--- src/rtl/traffic_pkg.sv ---
// traffic_pkg
//   Shared definitions for the NS/EW intersection phase scheduler: phase
//   encoding, one-hot lamp encoding {G,Y,R}, default phase timings and the
//   lamp decode helpers used by traffic_phase_scheduler.
//   No ports (package).
package traffic_pkg;

    typedef enum logic [2:0] {
        NS_GRN   = 3'd0,
        NS_YEL   = 3'd1,
        AR_TO_EW = 3'd2,
        EW_GRN   = 3'd3,
        EW_YEL   = 3'd4,
        AR_TO_NS = 3'd5
    } phase_e;

    // Lamp vectors are ordered {G,Y,R}.
    localparam logic [2:0] LIGHT_G = 3'b100;
    localparam logic [2:0] LIGHT_Y = 3'b010;
    localparam logic [2:0] LIGHT_R = 3'b001;

    localparam int GREEN_MIN_DEF = 8;
    localparam int GREEN_MAX_DEF = 20;
    localparam int YELLOW_T_DEF  = 3;
    localparam int ALLRED_T_DEF  = 1;
    localparam int WALK_T_DEF    = 6;
    localparam int CNT_W_DEF     = 5;

    function automatic logic [2:0] ns_light(input phase_e s);
        case (s)
            NS_GRN:  return LIGHT_G;
            NS_YEL:  return LIGHT_Y;
            default: return LIGHT_R;
        endcase
    endfunction

    function automatic logic [2:0] ew_light(input phase_e s);
        case (s)
            EW_GRN:  return LIGHT_G;
            EW_YEL:  return LIGHT_Y;
            default: return LIGHT_R;
        endcase
    endfunction

endpackage

--- src/rtl/traffic_phase_timer.sv ---
// phase_timer
//   Cycles-in-phase counter for the traffic scheduler. Synchronous clear has
//   priority; while enabled it counts up by one per cycle, and when saturation
//   is enabled it holds once it reaches sat_val_i instead of wrapping.
//   Ports:
//     clk_i      clock, rising edge
//     clr_i      synchronous clear (count -> 0)
//     en_i       count enable
//     sat_en_i   hold at sat_val_i instead of incrementing past it
//     sat_val_i  saturation value
//     cnt_o      current count
module phase_timer #(
    parameter int CNT_W = 5
) (
    input  logic             clk_i,
    input  logic             clr_i,
    input  logic             en_i,
    input  logic             sat_en_i,
    input  logic [CNT_W-1:0] sat_val_i,
    output logic [CNT_W-1:0] cnt_o
);

    logic [CNT_W-1:0] cnt_q;

    always_ff @(posedge clk_i) begin
        if (clr_i) begin
            cnt_q <= '0;
        end else if (en_i && !(sat_en_i && (cnt_q >= sat_val_i))) begin
            cnt_q <= cnt_q + 1'b1;
        end
    end

    assign cnt_o = cnt_q;

endmodule

--- src/rtl/traffic_phase_scheduler.sv ---
// traffic_phase_scheduler
//   Demand-driven NS/EW light sequencer. Holds a green until the cross street
//   asks for service (after a minimum green), then runs yellow and an all-red
//   clearance before handing over. Cross-street requests seen outside that
//   street's green are latched until it is served.
//   Optional feature macro: PED_REQ_EN -- pedestrian button; a pending walk
//   request counts as cross demand and stretches the next all-red to WALK_T
//   with the walk lamp lit. Without it ped_req_i is ignored, ped_walk_o is 0.
//   Ports:
//     clk_i                   clock, rising edge
//     rst_i                   synchronous, active-high reset
//     ns_req_i / ew_req_i     vehicle sensors (level)
//     ped_req_i               pedestrian button (pulse)
//     ns_{g,y,r}_o            NS lamps, registered, one-hot
//     ew_{g,y,r}_o            EW lamps, registered, one-hot
//     ped_walk_o              walk lamp, registered
//     state_o                 current phase (debug)
//     timer_o                 cycles spent in current phase (debug)
//
//   state    | meaning
//   NS_GRN   | NS green, EW red
//   NS_YEL   | NS yellow, EW red
//   AR_TO_EW | both red, clearing towards EW (walk when served)
//   EW_GRN   | EW green, NS red
//   EW_YEL   | EW yellow, NS red
//   AR_TO_NS | both red, clearing towards NS (walk when served)
module traffic_phase_scheduler
    import traffic_pkg::*;
#(
    parameter int GREEN_MIN = GREEN_MIN_DEF,
    parameter int GREEN_MAX = GREEN_MAX_DEF,
    parameter int YELLOW_T  = YELLOW_T_DEF,
    parameter int ALLRED_T  = ALLRED_T_DEF,
    parameter int WALK_T    = WALK_T_DEF,
    parameter int CNT_W     = CNT_W_DEF
) (
    input  logic             clk_i,
    input  logic             rst_i,
    input  logic             ns_req_i,
    input  logic             ew_req_i,
    input  logic             ped_req_i,
    output logic             ns_g_o,
    output logic             ns_y_o,
    output logic             ns_r_o,
    output logic             ew_g_o,
    output logic             ew_y_o,
    output logic             ew_r_o,
    output logic             ped_walk_o,
    output logic [2:0]       state_o,
    output logic [CNT_W-1:0] timer_o
);

    localparam logic [CNT_W-1:0] GRN_LAST = CNT_W'(GREEN_MIN - 1);
    localparam logic [CNT_W-1:0] YEL_LAST = CNT_W'(YELLOW_T - 1);
    localparam logic [CNT_W-1:0] AR_LAST  = CNT_W'(ALLRED_T - 1);
    localparam logic [CNT_W-1:0] SAT_VAL  = CNT_W'(GREEN_MAX - 1);

    phase_e           state_q, state_d;
    logic             pend_ns_q, pend_ns_d, pend_ew_q, pend_ew_d;
    logic             walk_q;
    logic             ped_dem;
    logic             xreq_ns, xreq_ew;
    logic             in_green, in_ar, next_ar;
    logic [CNT_W-1:0] timer_q;
    logic [CNT_W-1:0] ar_last;

    assign in_green = (state_q == NS_GRN) || (state_q == EW_GRN);
    assign in_ar    = (state_q == AR_TO_EW) || (state_q == AR_TO_NS);
    assign next_ar  = (state_d == AR_TO_EW) || (state_d == AR_TO_NS);

`ifdef PED_REQ_EN
    localparam logic [CNT_W-1:0] WALK_LAST = CNT_W'(WALK_T - 1);

    logic pend_ped_q, pend_ped_d, walk_d;

    assign ped_dem = pend_ped_q | ped_req_i;
    assign ar_last = walk_q ? WALK_LAST : AR_LAST;

    // A pending request is consumed when the all-red it lights starts; a
    // press during that walk (or on the same edge) latches for the next one.
    always_comb begin
        pend_ped_d = pend_ped_q;
        walk_d     = 1'b0;
        if (next_ar && !in_ar) begin
            pend_ped_d = 1'b0;
            walk_d     = pend_ped_q;
        end else if (next_ar) begin
            walk_d     = walk_q;
        end
        if (ped_req_i) begin
            pend_ped_d = 1'b1;
        end
    end

    always_ff @(posedge clk_i) begin
        if (rst_i) begin
            pend_ped_q <= 1'b0;
            walk_q     <= 1'b0;
        end else begin
            pend_ped_q <= pend_ped_d;
            walk_q     <= walk_d;
        end
    end
`else
    localparam int unused_walk_t = WALK_T;
    logic unused_ped;

    assign unused_ped = ped_req_i;
    assign ped_dem    = 1'b0;
    assign walk_q     = 1'b0;
    assign ar_last    = AR_LAST;
`endif

    // Same-cycle sensing: a live request counts as much as a latched one.
    assign xreq_ew = pend_ew_q | ew_req_i | ped_dem;
    assign xreq_ns = pend_ns_q | ns_req_i | ped_dem;

    always_comb begin
        state_d = state_q;
        case (state_q)
            NS_GRN:   if (timer_q >= GRN_LAST && xreq_ew) state_d = NS_YEL;
            NS_YEL:   if (timer_q == YEL_LAST)            state_d = AR_TO_EW;
            AR_TO_EW: if (timer_q == ar_last)             state_d = EW_GRN;
            EW_GRN:   if (timer_q >= GRN_LAST && xreq_ns) state_d = EW_YEL;
            EW_YEL:   if (timer_q == YEL_LAST)            state_d = AR_TO_NS;
            AR_TO_NS: if (timer_q == ar_last)             state_d = NS_GRN;
            default:                                      state_d = NS_GRN;
        endcase
    end

    // Entering a street's green clears its latch, overriding a same-cycle set.
    always_comb begin
        pend_ew_d = pend_ew_q | (ew_req_i && (state_q != EW_GRN));
        pend_ns_d = pend_ns_q | (ns_req_i && (state_q != NS_GRN));
        if (state_d == EW_GRN && state_q != EW_GRN) pend_ew_d = 1'b0;
        if (state_d == NS_GRN && state_q != NS_GRN) pend_ns_d = 1'b0;
    end

    // Lamps decode the next state so they switch on the same edge as state_q.
    always_ff @(posedge clk_i) begin
        if (rst_i) begin
            state_q                  <= NS_GRN;
            pend_ns_q                <= 1'b0;
            pend_ew_q                <= 1'b0;
            {ns_g_o, ns_y_o, ns_r_o} <= LIGHT_G;
            {ew_g_o, ew_y_o, ew_r_o} <= LIGHT_R;
        end else begin
            state_q                  <= state_d;
            pend_ns_q                <= pend_ns_d;
            pend_ew_q                <= pend_ew_d;
            {ns_g_o, ns_y_o, ns_r_o} <= ns_light(state_d);
            {ew_g_o, ew_y_o, ew_r_o} <= ew_light(state_d);
        end
    end

    phase_timer #(
        .CNT_W (CNT_W)
    ) u_timer (
        .clk_i     (clk_i),
        .clr_i     (rst_i || (state_d != state_q)),
        .en_i      (1'b1),
        .sat_en_i  (in_green),
        .sat_val_i (SAT_VAL),
        .cnt_o     (timer_q)
    );

    assign ped_walk_o = walk_q;
    assign state_o    = state_q;
    assign timer_o    = timer_q;

endmodule

--- config.mk ---
export PLATFORM = sky130hd
export DESIGN_NAME = traffic_phase_scheduler
export DESIGN_NICKNAME = d
export VERILOG_FILES = /design/src/rtl/traffic_pkg.sv /design/src/rtl/traffic_phase_timer.sv /design/src/rtl/traffic_phase_scheduler.sv
export SDC_FILE = /design/constraint.sdc
export NUM_CORES = 1
export LEC_CHECK = 0
export CAP_MARGIN = 20
export CORE_MARGIN = 5
export CORE_UTILIZATION = 49
export DETAILED_ROUTE_END_ITERATION = 12
export PLACE_DENSITY = 0.78
export RECOVER_POWER = 50
export SYNTH_ARGS = -nofsm -noshare
export SYNTH_HDL_FRONTEND = slang
export SYNTH_SLANG_ARGS = --single-unit
--- constraint.sdc ---
create_clock -name clk_i -period 2.4 [get_ports clk_i]
set_input_delay 0.6 -clock clk_i [delete_from_list [all_inputs] [get_ports clk_i]]
set_output_delay 0.6 -clock clk_i [all_outputs]
set_load 0.02 [all_outputs]
==> key figures <==
Final layout
  • Filler Cells Inserted: 155
  • Number of inserted diodes: 0
  • Number of nets at the end of the flow: 121
  • Sequential Area: between 300 and 400 um^2
  • Post-route cell area: between 1000 and 1500 um^2
  • Layout area overhead: 21.1%
  • Post-layout utilization of the core: a little under two thirds
  • Area of combinational cells with multiple inputs: approximately 510 um^2
  • Fraction of final layout cells sized beyond drive strength 1: 16.1%

Worst setup path
  • Crit path cell chain: clkdlybuf4s50_1
  • Launching point of the worst reg2reg path: u_timer.cnt_o[1]
  • Kind of launch point of the worst setup path: flip-flop
  • Critical path fanouts, max: 10
  • Critical path required time: roughly 1800 ps
  • Endpoint arrival time on the critical path: about 1600 ps
  • Kind of critical path: reg2out
  • Reg2Reg Setup Slack: ~240 ps
  • Largest stage delay on the critical path: about 690 ps
  • R2r worst-path depth: 6
  • Cell at the slowest stage of the critical path: sky130_fd_sc_hd__clkdlybuf4s50_1
  • Family with the most delay on the worst path: buffers and inverters
  • Critical path capture point type: output pin
  • Capture instance of the worst register-to-register path: u_timer.cnt_o[3]
  • Worst path bufs/invs: 1

Pwr
  • Clock share of power: between 10% and 20%
  • Pwr/cell area: 911 nW/um^2
  • Reported leakage power: 0.000448 uW
  • Switching Fraction: 38.6%
  • Switching power total: between 300 and 400 uW
  • Peak supply drop: just under 600 uV
  • Part of the power in registers: between 30 and 40%
  • Portion of total power attributed to combinational logic: 45.2%
  • Internal power contribution: ~620 uW

Drt
  • Via count: 750
  • Average wire length per cell after detail routing: between 10 and 15 um
  • Drt initial violations: 20
  • Vias per inst: between 5 and 6
  • First-pass iteration count of the detailed router: 4
  • Remaining antenna violation count: 0
  • Aggregate routed wire length: between 1.5 and 2 mm
  • DRC violations left: 0

Placement
  • Half-perimeter wire length after placement: 1.46 mm
  • Count of port buffers added during placement: 17
  • Weighted congestion at the end of routability-driven global placement: 0.900
  • Post-placement cell area: 1080 um^2

Clock network
  • Clock latency reported for the late side of the worst-skew pair: about 300 ps
  • Post-CTS Hold Fix Bufs: 0
  • Number of buffers on the longest clock path: 2
  • Clk root buf: sky130_fd_sc_hd__clkbuf_4
  • Clock input transition at the sequential cells of the worst setup and hold paths: around 100 ps
  • H-Tree Level Count: 1
  • Setup Fix Bufs, Post-CTS: 0
  • Clock tree from TritonCTS: built
  • Resized cells post-CTS: 0
  • Total clock buffers created by CTS: 3
  • Clock sinks: 16

Synthesis
  • Number of enable-type register cells in the synthesized netlist: 0
  • Sequential fraction of the synthesis area: around a third
  • Yosys reg bits: 16
  • Async set-reset flop share out of synthesis: 0%
  • Post-Synthesis Net Count: ~100
  • Top cell type's share of synthesized area: roughly a third
  • Most common flop cell mapped by yosys: sky130_fd_sc_hd__dfxtp_1
  • Cell variety after synth: 42
  • Leading post-synthesis cells by cell area: sky130_fd_sc_hd__dfxtp_1, sky130_fd_sc_hd__a211oi_2, sky130_fd_sc_hd__ha_1
  • Number of synthesis warnings: 0
  • Post-synth top area cell: sky130_fd_sc_hd__dfxtp_1
  • Post-Syn Instances: 95
  • Summed instance area of the synthesized netlist: about 900 um^2
  • Synth Area per Inst: 9.65 um^2

Floorplanning
  • Die Footprint: 2840 um^2
  • Standard-cell row count: 15
  • Number of top-level design ports: 20
  • Die X: between 50 and 60 um
  • Vertical extent of the die: 53.3 um
  • Core ar.: roughly 1700 um^2
  • Starting density of the core: 52.5%

Global routing
  • Global-route congestion overflow total: 0
  • Via count of the first global-routing pass: 730
  • Global-route total usage across every layer: about 17%
  • Wire length of the first global-routing pass: roughly 3.4 mm
  • Number of antenna violations at the first check in global routing: 0
  • Pin count of the biggest net entering global routing: 12

Timing
  • Maximum clock frequency: between 400 and 500 MHz
  • Final setup violation count: 0
  • Unrepaired setup endpoints after global routing: false
  • Min Tclk post-route: around 2200 ps
  • Setup tns final: 0 ps
  • Final number of hold-violating endpoints: 0
  • Setup skew after layout: between 8 and 9 ps
  • Period Utilization, post-route: between 90 and 100%
  • Max Transition Viols Final: 0

Min path
  • Hold path cells: 2
  • Sink of the worst hold path: pend_ns_q
  • Startpoint of the tightest hold check path: pend_ns_q
  • Hold crit path type: reg2reg

Status
  • Outcome: finished clean

Run
  • Maxcap violations: 0
==> how the worst max path moves through the flow <==
stage | from | to | slack, ps | cells after the start
final | u_timer.cnt_o[2] | timer_o[2] | 190 | 1
after global placement | ns_req_i | ew_r_o | 80 | 6
after global routing | u_timer.cnt_o[1] | u_timer.cnt_o[3] | 100 | 7
after CTS | u_timer.cnt_o[2] | timer_o[2] | 170 | 1
after floorplan | u_timer.cnt_o[1] | ew_r_o | 470 | 6
after detailed placement | ns_req_i | u_timer.cnt_o[3] | 50 | 7
==> sequential cells by signal, indices dropped and copies added, names as in the netlist <==
register	count
pend_ew_q	1
pend_ns_q	1
ns_g_o	1
ew_r_o	1
ew_y_o	1
ns_y_o	1
ew_g_o	1
u_timer.cnt_o	5
state_o	3
ns_r_o	1
==> area by class of cell <==
cell class / count / area share (%)
Tap cell: 25 / 2.82
Inverter: 7 / 2.48
Clock buffer: 4 / 3.27
Timing Repair Buffer: 18 / 17.1
Multi-Input combinational cell: 67 / 45.5
Sequential cell: 16 / 28.8
==> synthesized netlist by cell type (2+ instances only) <==
| cell | n |
|---|---|
| sky130_fd_sc_hd__a211oi_2 | 6 |
| sky130_fd_sc_hd__a21oi_1 | 4 |
| sky130_fd_sc_hd__a31oi_1 | 2 |
| sky130_fd_sc_hd__buf_6 | 2 |
| sky130_fd_sc_hd__clkbuf_8 | 2 |
| sky130_fd_sc_hd__dfxtp_1 | 16 |
| sky130_fd_sc_hd__ha_1 | 3 |
| sky130_fd_sc_hd__inv_1 | 6 |
| sky130_fd_sc_hd__nand2_1 | 4 |
| sky130_fd_sc_hd__nand3_1 | 4 |
| sky130_fd_sc_hd__nor2_1 | 8 |
| sky130_fd_sc_hd__nor2b_1 | 3 |
| sky130_fd_sc_hd__o21ai_0 | 5 |
| sky130_fd_sc_hd__xnor2_1 | 2 |
==> power groups by stage <==
stage | Clock, uW | Sequential [uW] | Combinational [uW]
CTS | 185 | 370 | 475
floorplan | 0 | 394 | 306
global placement | 0 | 375 | 456
global route | 199 | 380 | 503
detailed placement | 0 | 377 | 466
finish | 184 | 371 | 458
==> kinds of logic (layout without fill, tap and decap cells) <==
family,count (synthesis),in the layout,synth area share (%)
buf+inv,12,29,9.28
flops,16,16,34.9
xor+xnor,3,3,2.87
mux,2,2,2.32
other cells,1,1,0.409
simple gates,30,30,21.0
fa+ha+maj,3,3,4.09
compound gates,28,28,25.1
==> cell usage in the layout, fill, tap and decap left out, types with 2 or more instances in the layout <==
| cell type | count |
|---|---|
| sky130_fd_sc_hd__dfxtp_1 | 16 |
| sky130_fd_sc_hd__clkdlybuf4s50_1 | 9 |
| sky130_fd_sc_hd__nor2_1 | 8 |
| sky130_fd_sc_hd__dlygate4sd3_1 | 8 |
| sky130_fd_sc_hd__inv_1 | 6 |
| sky130_fd_sc_hd__o21ai_0 | 5 |
| sky130_fd_sc_hd__a211oi_2 | 5 |
| sky130_fd_sc_hd__a21oi_1 | 4 |
| sky130_fd_sc_hd__nand3_1 | 4 |
| sky130_fd_sc_hd__nand2_1 | 4 |
| sky130_fd_sc_hd__nor2b_1 | 3 |
| sky130_fd_sc_hd__ha_1 | 3 |
| sky130_fd_sc_hd__clkbuf_4 | 3 |
| sky130_fd_sc_hd__a31oi_1 | 2 |
| sky130_fd_sc_hd__a211oi_1 | 2 |
| sky130_fd_sc_hd__xnor2_1 | 2 |
==> through the flow <==
| step | std cells | total power [uW] | setup slack (ps) | hold slack [ps] |
|---|---|---|---|---|
| after global placement | 133 | 831 | 79.9 | 496 |
| after detailed placement | 133 | 843 | 54.5 | 507 |
| after global routing | 137 | 1080 | 98.7 | 546 |
| after floorplan | 95 | 700 | 465 | 480 |
| after CTS | 137 | 1030 | 175 | 524 |
| final | 137 | 1010 | 187 | 523 |
==> layer usage <==
| metal | GRT usage (%) | routed length, um | up-vias |
|---|---|---|---|
| met5 | 0 | 0 | - |
| met4 | 5.11 | 31 | 0 |
| met3 | 3.66 | 90 | 4 |
| met2 | 26.1 | 933 | 16 |
| met1 | 22.1 | 924 | 354 |
| li1 | - | - | 376 |
No activity file was read; power rests on OpenSTA's default activity.
